**src/rtl/disp_source_sched_if.sv**
```systemverilog
// disp_source_sched_if: source words and controls in,
// selected display word out.
interface disp_source_sched_if;
   logic [3:0]  src_en;
   logic [3:0]  src_evt;
   logic        hold;
   logic [31:0] src_data0;
   logic [31:0] src_data1;
   logic [31:0] src_data2;
   logic [31:0] src_data3;
   logic [31:0] data_out;
   logic [1:0]  cur_src;
   logic        out_valid;

   modport master (
      output src_en,
      output src_evt,
      output hold,
      output src_data0,
      output src_data1,
      output src_data2,
      output src_data3,
      input  data_out,
      input  cur_src,
      input  out_valid
   );

   modport slave (
      input  src_en,
      input  src_evt,
      input  hold,
      input  src_data0,
      input  src_data1,
      input  src_data2,
      input  src_data3,
      output data_out,
      output cur_src,
      output out_valid
   );
endinterface

```
**src/rtl/disp_source_sched.sv**
```systemverilog
// disp_source_sched: round-robin / event-driven picker
// feeding one of four 32-bit words to the 7-seg driver.
module disp_source_sched #(
   parameter int unsigned DWELL = 100_000_000,
   parameter int unsigned CNT_W = 27
) (
   input logic                clk,
   input logic                rst,
   disp_source_sched_if.slave bus
);

   typedef enum logic [1:0] {
      IDLE   = 2'd0,
      ROTATE = 2'd1,
      EVENT  = 2'd2
   } state_t;

   localparam logic [CNT_W-1:0] LAST = CNT_W'(DWELL - 1);

   state_t           state;
   state_t           state_n;
   logic [1:0]       cur_src;
   logic [1:0]       cur_src_n;
   logic [CNT_W-1:0] cnt;
   logic [CNT_W-1:0] cnt_n;
   logic [3:0]       pend;
   logic [3:0]       pend_n;
   logic [3:0]       evt_ok;
   logic [3:0]       clr;
   logic             enter;
   logic             cur_evt;
   logic [31:0]      sel_data;
   logic [31:0]      data_q;
   logic             valid_q;

   function automatic logic [1:0] lowest(
      input logic [3:0] m
   );
      logic [1:0] r;
      r = 2'd0;
      for (int i = 3; i >= 0; i--) begin
         if (m[i]) r = 2'(i);
      end
      return r;
   endfunction

   // first enabled index after x, wrapping back to x
   function automatic logic [1:0] next_src(
      input logic [1:0] x,
      input logic [3:0] en
   );
      logic [1:0] r;
      logic [1:0] idx;
      logic       found;
      r     = x;
      found = 1'b0;
      for (int k = 1; k <= 4; k++) begin
         idx = x + 2'(k);
         if (!found && en[idx]) begin
            r     = idx;
            found = 1'b1;
         end
      end
      return r;
   endfunction

   // state, selection, dwell counter and pending mask
   always_ff @(posedge clk or negedge rst) begin
      if (!rst) begin
         state   <= IDLE;
         cur_src <= 2'd0;
         cnt     <= '0;
         pend    <= 4'd0;
      end else begin
         state   <= state_n;
         cur_src <= cur_src_n;
         cnt     <= cnt_n;
         pend    <= pend_n;
      end
   end

   // next-state decision and pending-mask update
   always_comb begin
      state_n   = state;
      cur_src_n = cur_src;
      cnt_n     = cnt;
      enter     = 1'b0;
      evt_ok    = bus.src_evt & bus.src_en;
      cur_evt   = bus.src_evt[cur_src]
                & bus.src_en[cur_src];
      unique case (state)
         IDLE: begin
            if (|bus.src_en) begin
               state_n   = ROTATE;
               cur_src_n = lowest(bus.src_en);
               cnt_n     = '0;
            end
         end
         ROTATE: begin
            if (bus.src_en == 4'd0) begin
               state_n = IDLE;
               cnt_n   = '0;
            end else if (!bus.hold) begin
               if (|pend) begin
                  state_n   = EVENT;
                  cur_src_n = lowest(pend);
                  cnt_n     = '0;
                  enter     = 1'b1;
               end else if (!bus.src_en[cur_src]
                            || cnt == LAST) begin
                  cur_src_n = next_src(cur_src,
                                       bus.src_en);
                  cnt_n     = '0;
               end else begin
                  cnt_n = cnt + CNT_W'(1);
               end
            end
         end
         EVENT: begin
            if (bus.src_en == 4'd0) begin
               state_n = IDLE;
               cnt_n   = '0;
            end else if (!bus.hold) begin
               if (cur_evt) begin
                  // re-arm the running event in place
                  cnt_n           = '0;
                  evt_ok[cur_src] = 1'b0;
               end else if (!bus.src_en[cur_src]
                            || cnt == LAST) begin
                  if (|pend) begin
                     cur_src_n = lowest(pend);
                     cnt_n     = '0;
                     enter     = 1'b1;
                  end else begin
                     state_n   = ROTATE;
                     cur_src_n = next_src(cur_src,
                                          bus.src_en);
                     cnt_n     = '0;
                  end
               end else begin
                  cnt_n = cnt + CNT_W'(1);
               end
            end
         end
         default: begin
            state_n   = IDLE;
            cur_src_n = 2'd0;
            cnt_n     = '0;
         end
      endcase
      clr    = enter ? (4'b0001 << cur_src_n)
                     : 4'b0000;
      pend_n = ((pend & ~clr) | evt_ok)
             & bus.src_en;
   end

   // mux the live word of the selected source
   always_comb begin
      sel_data = bus.src_data0;
      unique case (cur_src)
         2'd0: sel_data = bus.src_data0;
         2'd1: sel_data = bus.src_data1;
         2'd2: sel_data = bus.src_data2;
         2'd3: sel_data = bus.src_data3;
         default: sel_data = bus.src_data0;
      endcase
   end

   // output register, one cycle behind cur_src
   always_ff @(posedge clk or negedge rst) begin
      if (!rst) begin
         data_q  <= 32'd0;
         valid_q <= 1'b0;
      end else begin
         valid_q <= (state != IDLE);
         data_q  <= (state != IDLE) ? sel_data
                                    : 32'd0;
      end
   end

   assign bus.data_out  = data_q;
   assign bus.out_valid = valid_q;
   assign bus.cur_src   = cur_src;

endmodule
```
**src/flat_wrapper.sv**
```systemverilog
// flat-port wrapper written by rule: the top's interface ports become plain ports
module disp_source_sched_flat 
#(
   parameter int unsigned DWELL = 100_000_000,
   parameter int unsigned CNT_W = 27
)
  (clk, rst, bus_src_en, bus_src_evt, bus_hold, bus_src_data0, bus_src_data1, bus_src_data2, bus_src_data3, bus_data_out, bus_cur_src, bus_out_valid);
  disp_source_sched_if bus_i ();
  input logic clk;
  input logic rst;
  input wire logic [$bits(bus_i.src_en)-1:0] bus_src_en;
  input wire logic [$bits(bus_i.src_evt)-1:0] bus_src_evt;
  input wire logic [$bits(bus_i.hold)-1:0] bus_hold;
  input wire logic [$bits(bus_i.src_data0)-1:0] bus_src_data0;
  input wire logic [$bits(bus_i.src_data1)-1:0] bus_src_data1;
  input wire logic [$bits(bus_i.src_data2)-1:0] bus_src_data2;
  input wire logic [$bits(bus_i.src_data3)-1:0] bus_src_data3;
  output wire logic [$bits(bus_i.data_out)-1:0] bus_data_out;
  output wire logic [$bits(bus_i.cur_src)-1:0] bus_cur_src;
  output wire logic [$bits(bus_i.out_valid)-1:0] bus_out_valid;
  assign bus_i.src_en = bus_src_en;
  assign bus_i.src_evt = bus_src_evt;
  assign bus_i.hold = bus_hold;
  assign bus_i.src_data0 = bus_src_data0;
  assign bus_i.src_data1 = bus_src_data1;
  assign bus_i.src_data2 = bus_src_data2;
  assign bus_i.src_data3 = bus_src_data3;
  assign bus_data_out = bus_i.data_out;
  assign bus_cur_src = bus_i.cur_src;
  assign bus_out_valid = bus_i.out_valid;
  disp_source_sched #(.DWELL(DWELL), .CNT_W(CNT_W)) u_core (.clk(clk), .rst(rst), .bus(bus_i));
endmodule
```
**config.mk**
```make
export PLATFORM = sky130hd
export DESIGN_NAME = disp_source_sched_flat
export DESIGN_NICKNAME = d
export VERILOG_FILES = /design/src/rtl/disp_source_sched_if.sv /design/src/rtl/disp_source_sched.sv /design/src/flat_wrapper.sv
export SDC_FILE = /design/constraint.sdc
export NUM_CORES = 1
export LEC_CHECK = 0
export BUFFER_PORTS_ARGS = -buffer_cell sky130_fd_sc_hd__buf_2
export CORE_UTILIZATION = 45
export CTS_BUF_LIST = sky130_fd_sc_hd__clkbuf_2
export DETAILED_ROUTE_END_ITERATION = 8
export MAX_ROUTING_LAYER = met4
export PLACE_DENSITY = 0.75
export SLEW_MARGIN = 30
export SYNTH_ARGS = -nofsm -noshare
export SYNTH_HDL_FRONTEND = slang
export SYNTH_SLANG_ARGS = --single-unit
export TNS_END_PERCENT = 50
```
**constraint.sdc**
```tcl
create_clock -name clk -period 8.1 [get_ports clk]
set_input_delay 0.405 -clock clk [delete_from_list [all_inputs] [get_ports clk]]
set_output_delay 0.405 -clock clk [all_outputs]
set_load 0.02 [all_outputs]
```
After elaboration in Yosys (flattened, before gate mapping)
Index checks and enable logic that the tools add are counted.
Word-level totals
  flip-flop bits (word level): 68
  latch bits: 0
  memory bits (writable): 0
  bits in read-only memories: 0
  input bits: 139
  output and inout port bits: 35
  memories: 0
Cells by class
  add/subtract/negate cells: 4
  multiply operators: 0
  div/mod/pow operators: 0
  order comparisons: 5
  equal/unequal tests: 13
  shift-type cells: 1
  muxes and demuxes: 110
  bitwise logic cells: 8
  reduce and logical (&&, ||, !) cells: 23
Operators with widths (number)
  27-bit two-way mux: 8
  32-bit case mux with 4 select lines: 1
  27-bit case mux with 3 select lines: 1
  2-bit two-way mux: 34
  1-bit two-way mux: 51
  32-bit two-way mux: 1
  27-bit by 1-bit adder with 27-bit output, second input constant: 1
  27-bit equality test, second input constant: 1
  4-bit two-way mux: 5
  4-bit bitwise AND: 4
  2-bit by 3-bit less-than comparator with 1-bit output, second input constant: 4
  2-bit case mux with 3 select lines: 2
  1-bit binary-select mux with 2-bit select: 5
  3-bit by 2-bit inequality test with 1-bit output, second input constant: 3
  4-bit NOT: 2
  4-bit OR reduction: 2
  1-bit logical AND: 7
  1-bit logical NOT: 7
  7-bit AND reduction: 1
  2-bit equality test, second input constant: 3
  3-bit by 1-bit inequality test with 1-bit output, second input constant: 2
  2-bit adder, second input constant: 2
  2-bit by 1-bit equality test with 1-bit output, second input constant: 2
  2-bit logical NOT: 2
  13 further kinds: 13

Longest topological paths before layout
  word-level depth: 43
  gate-level depth with buffers: 12

Worst setup path before layout
OpenSTA, ideal clock, no wires.
  path type: register to register
  from: register u_core.cur_src[1], in the netlist u_core.bus.cur_src[1]
  to: register u_core.pend[0]
  library setup time: 128 ps
  arrival: 2691 ps
  path slack: 5282 ps
  cell stages (with the launch flop): 11
  path buffers: 2
  clock period less this slack: 2818 ps
  cell sequence: dfrtp_1 buf_6 inv_1 ha_1 clkbuf_1 mux4_2 or3_1 a21oi_1 a211o_1 and2_1 a31oi_1
On the way
  longest elaborated chain between the ends: 43
RTL lines
  start, declared: line disp_source_sched.sv:22  | logic [1:0] cur_src;
  start signal, assigned: line disp_source_sched.sv:76  | cur_src <= cur_src_n;
  2-bit by 1-bit adder with 2-bit output: line disp_source_sched.sv:58  | idx = x + 2'(k);
  1-bit binary-select mux with 2-bit select: line disp_source_sched.sv:59  | if (!found && en[idx]) begin
  1-bit two-way mux (implied by the code): line disp_source_sched.sv:59
  1-bit two-way mux: line disp_source_sched.sv:59
  1-bit two-way mux: line disp_source_sched.sv:130  | if (|pend) begin
  1-bit two-way mux: line disp_source_sched.sv:128  | end else if (!bus.src_en[cur_src]
  1-bit two-way mux: line disp_source_sched.sv:124  | if (cur_evt) begin
  1-bit two-way mux: line disp_source_sched.sv:123  | end else if (!bus.hold) begin
  [... 28 more ...]
  2-bit case mux with 3 select lines: line disp_source_sched.sv:91  | unique case (state)
  1-bit by 2-bit left shift with 4-bit output: line disp_source_sched.sv:151  | clr = enter ? (4'b0001 << cur_src_n)
  4-bit two-way mux: line disp_source_sched.sv:151
  4-bit NOT: line disp_source_sched.sv:153  | pend_n = ((pend & ~clr) | evt_ok)
  4-bit bitwise AND: line disp_source_sched.sv:153
  4-bit OR (*): line disp_source_sched.sv:153
  4-bit bitwise AND (*): line disp_source_sched.sv:154  | & bus.src_en;
  named net u_core.pend_n[0]: line disp_source_sched.sv:27  | logic [3:0] pend_n;
  end signal, assigned: line disp_source_sched.sv:78  | pend <= pend_n;
  end, declared: line disp_source_sched.sv:26  | logic [3:0] pend;
Mark *: on every way through the listed nets, which the timed path passes. The rest lies on a longest branch. The select of a mux whose other input is x is not followed.
A chain may end at the register's enable or synchronous reset.

Final worst setup path
  from: register u_core.cur_src[0], in the netlist u_core.bus.cur_src[0]
  to: register u_core.pend[0]
The elaborated chain is that of the path after synthesis.

==> impl_results.md <==
- Synth Flop Type: dfrtp_1
- Slew @ Worst Pin: 758.3 ps
- Register area share after synthesis: 0.3955
- WP buf/inv: 1
- IO buf count: 173
- Final setup TNS: 0 ps
- Number of synthesized flops with an enable pin: 0
- Reg clk slew, reported paths: 180 ps
- Die ar.: 9957 um2
- Antenna violations before repair: 0
- Wire per inst: 16.85 um
- Hold depth: 3
- Number of hold violations in the final report: 0
- Most frequent cells in the layout: 173 x buf_2, 87 x nor2_1, 68 x dfrtp_1
- Chip width: 99.79 um
- Crit. End Element: flip-flop
- Number of buffers created by CTS: 9
- Initial DRC Count: 406
- Max clock buf depth: 2
- RSZ-0062 raised after global routing: no
- Max Clk Rate: 0.3089 GHz
- Overall power: 1.524 mW
- Yosys cell types: 67
- Met3 Use GR: 0.06894
- Core footprint: 9240 um2
- Mapped cell area: 4303 um2
- Arrival @ worst endpoint: 3670 ps
- Post-route ant nets: 0
- Reg2reg path depth: 8
- Site Rows: 35
- Synthesis-stage register bit count: 68
- Slew Viols, Final: 0
- CP Cell Sequence: inv_1 -> ha_1 -> mux4_2 -> or3_1 -> a21oi_1 -> a211o_1 -> and2_1 -> a31oi_1
- Share of post-route cells with drive strength above 1: 0.3449
- Setup bufs post-CTS: 0
- Synth Instances: 479
- Gr usage total: 0.2732
- Gpl congestion: 0.8931
- Top Ports: 174
- Grt met1 use: 0.3402
- VDD IR max: 0.1827 mV
- Crit-path leading delay family: flip-flops
- Startpoint types: flip-flop
- Outcome: finished clean
- Root Driver: clkbuf_2
- Syn nets: 628
- Layout Utilization: 0.5809
- Area Growth Syn to Fin: 24.75%
- Commonest non-fill, non-tap cell in the layout: buf_2
- Power per standard cell area: 283.9 nW/um2
- Clock skew: 15.92 ps
- First-pass GRT wire length: 20,640 um
- Crit path max fanout: 21
- Die Height: 99.79 um
- DRC: 0
- Static leakage: 2.514 nW
- Max H-tree Level: 3
- Drt pass-1 iters: 6
- Crit path largest cell delay: 850 ps
- Routed vias/inst: 5.852
- Fin crit period: 3237 ps
- Nets: 780
- Min-Delay Path Class: in2reg
- Total grt overflow: 0
- Worst slew margin: 0.4898
- Initial Utilization: 0.4657
- CTS tree: built
- Vias in the first global route: 4,243
- Syn Area/Cell: 8.983 um2
- Hpwl dp: 9531 um
- Final WL: 12,880 um
- Via count: 4,471
- Critical path type: reg2reg
- GR peak layer: met2
- Clk Latency, worst-skew pair: 520 ps
- Critical Path RT: 8530 ps
- Final Cycle Share: 0.3997
- Antenna diode count: 0
- Pin count of the biggest net entering global routing: 69
- Setup-failing EPs final: 0
- Met2 usage: 0.4265
- Slowest CP cell: dfrtp_1
- Ys Warns: 0
- FILL cells: 844
- # resized after CTS: 0
- Clock Sinks: 68
- MaxCap Viol Count: 0
- CP Depth: 8
- FFs w/ async S/R, synth: 1.000
[logic make-up (layout without fill, tap and decap cells)]
| kind of cell | after synthesis | count (layout) | synth area share |
|---|---|---|---|
| mux | 12 | 12 | 0.04595 |
| fa+ha+maj | 10 | 10 | 0.02908 |
| simple gates | 186 | 186 | 0.2195 |
| compound gates | 139 | 139 | 0.2268 |
| buf+inv | 48 | 204 | 0.05060 |
| flops | 68 | 68 | 0.3955 |
| xor+xnor | 16 | 16 | 0.03257 |
[worst paths after layout]
check | startpoint | slack, ps | end
max | u_core.bus.cur_src[0]$_DFF_PN0_ | 4860 | u_core.pend[0]$_DFF_PN0_
min | bus_src_data0[0] | 110 | u_core.bus.data_out[0]$_DFF_PN0_
max reg2reg | u_core.bus.cur_src[0]$_DFF_PN0_ | 4860 | u_core.pend[0]$_DFF_PN0_
min reg2reg | u_core.cnt[16]$_DFFE_PN0P_ | 520 | u_core.cnt[16]$_DFFE_PN0P_
max in group asynchronous | rst | 7190 | u_core.bus.data_out[31]$_DFF_PN0_
min in group asynchronous | rst | 490 | u_core.cnt[7]$_DFFE_PN0P_
[registers in the layout, indices dropped and copies added, names as in the netlist]
| signal | count |
|---|---|
| u_core.bus.cur_src | 2 |
| u_core.cnt | 27 |
| u_core.bus.out_valid | 1 |
| u_core.state | 2 |
| u_core.pend | 4 |
| u_core.bus.data_out | 32 |
[cell usage after synthesis (all sizes together), types with 3 or more instances]
| master | n | share of area |
|---|---|---|
| a21o | 5 | 0.0090 |
| a21oi | 48 | 0.056 |
| a222oi | 32 | 0.074 |
| a31oi | 4 | 0.0058 |
| a41oi | 3 | 0.0061 |
| and2 | 3 | 0.0049 |
| and3 | 3 | 0.0044 |
| and4 | 4 | 0.0081 |
| buf | 12 | 0.019 |
| clkbuf | 24 | 0.021 |
| dfrtp | 68 | 0.40 |
| ha | 10 | 0.029 |
| inv | 12 | 0.010 |
| mux2 | 3 | 0.0096 |
| mux2i | 4 | 0.0093 |
| mux4 | 5 | 0.027 |
| nand2 | 28 | 0.025 |
| nand2b | 3 | 0.0044 |
| nand3 | 8 | 0.0093 |
| nand4 | 8 | 0.015 |
| nor2 | 93 | 0.085 |
| nor2b | 7 | 0.012 |
| nor3 | 6 | 0.0070 |
| nor4 | 6 | 0.012 |
| o21ai | 22 | 0.026 |
| o31ai | 5 | 0.0087 |
| or3 | 4 | 0.0058 |
| xnor2 | 6 | 0.012 |
| xor2 | 10 | 0.020 |
[final cells by class]
| class | count | area (um2) | share of cell area |
|---|---|---|---|
| clock buffer | 9 | 45.04 | 0.008392 |
| tap | 129 | 161.4 | 0.03007 |
| timing repair buffer | 177 | 934.6 | 0.1741 |
| multi-input combinational | 363 | 2400 | 0.4471 |
| clock inverter | 6 | 80.08 | 0.01492 |
| sequential | 68 | 1702 | 0.3170 |
| inverter | 12 | 45.04 | 0.008392 |
[tightest hold or removal path: cells and delay by family]
| kind | cells | cell delay (ps) |
|---|---|---|
| AO/OA/AOI/OAI | 1 | 50 |
| buffers and inverters | 1 | 80 |
| AND/OR/NAND/NOR | 1 | 70 |
[routing by layer]
metal	up-vias	part of all wire
met5	-	0
met4	0	0.027
met3	31	0.079
met2	203	0.49
met1	2145	0.41
li1	2092	-
[timing repair]
item	CTS	global route
endpoints found under the hold margin	0	47
hold buffers	0	1
setup endpoints to repair	0	0
[per-stage QoR]
step	cell area [um2]	setup WS (ps)	hold WS (ps)	cells
after floorplan	4303	5282	109.4	479
after global placement	5167	4850	483.9	746
after detailed placement	5225	4907	496.1	748
after CTS	5350	4877	60.35	763
after global routing	5368	4605	76.27	764
final	5368	4863	111.0	764
[power by group]
group	total, mW	internal (mW)	leakage, nW	switching, mW
Combinational	0.855	0.336	1.53	0.518
Sequential	0.452	0.405	0.912	0.0474
Clock	0.217	0.0979	0.0728	0.119
Total	1.52	0.839	2.51	0.685
(Power assumes the default switching activity.)
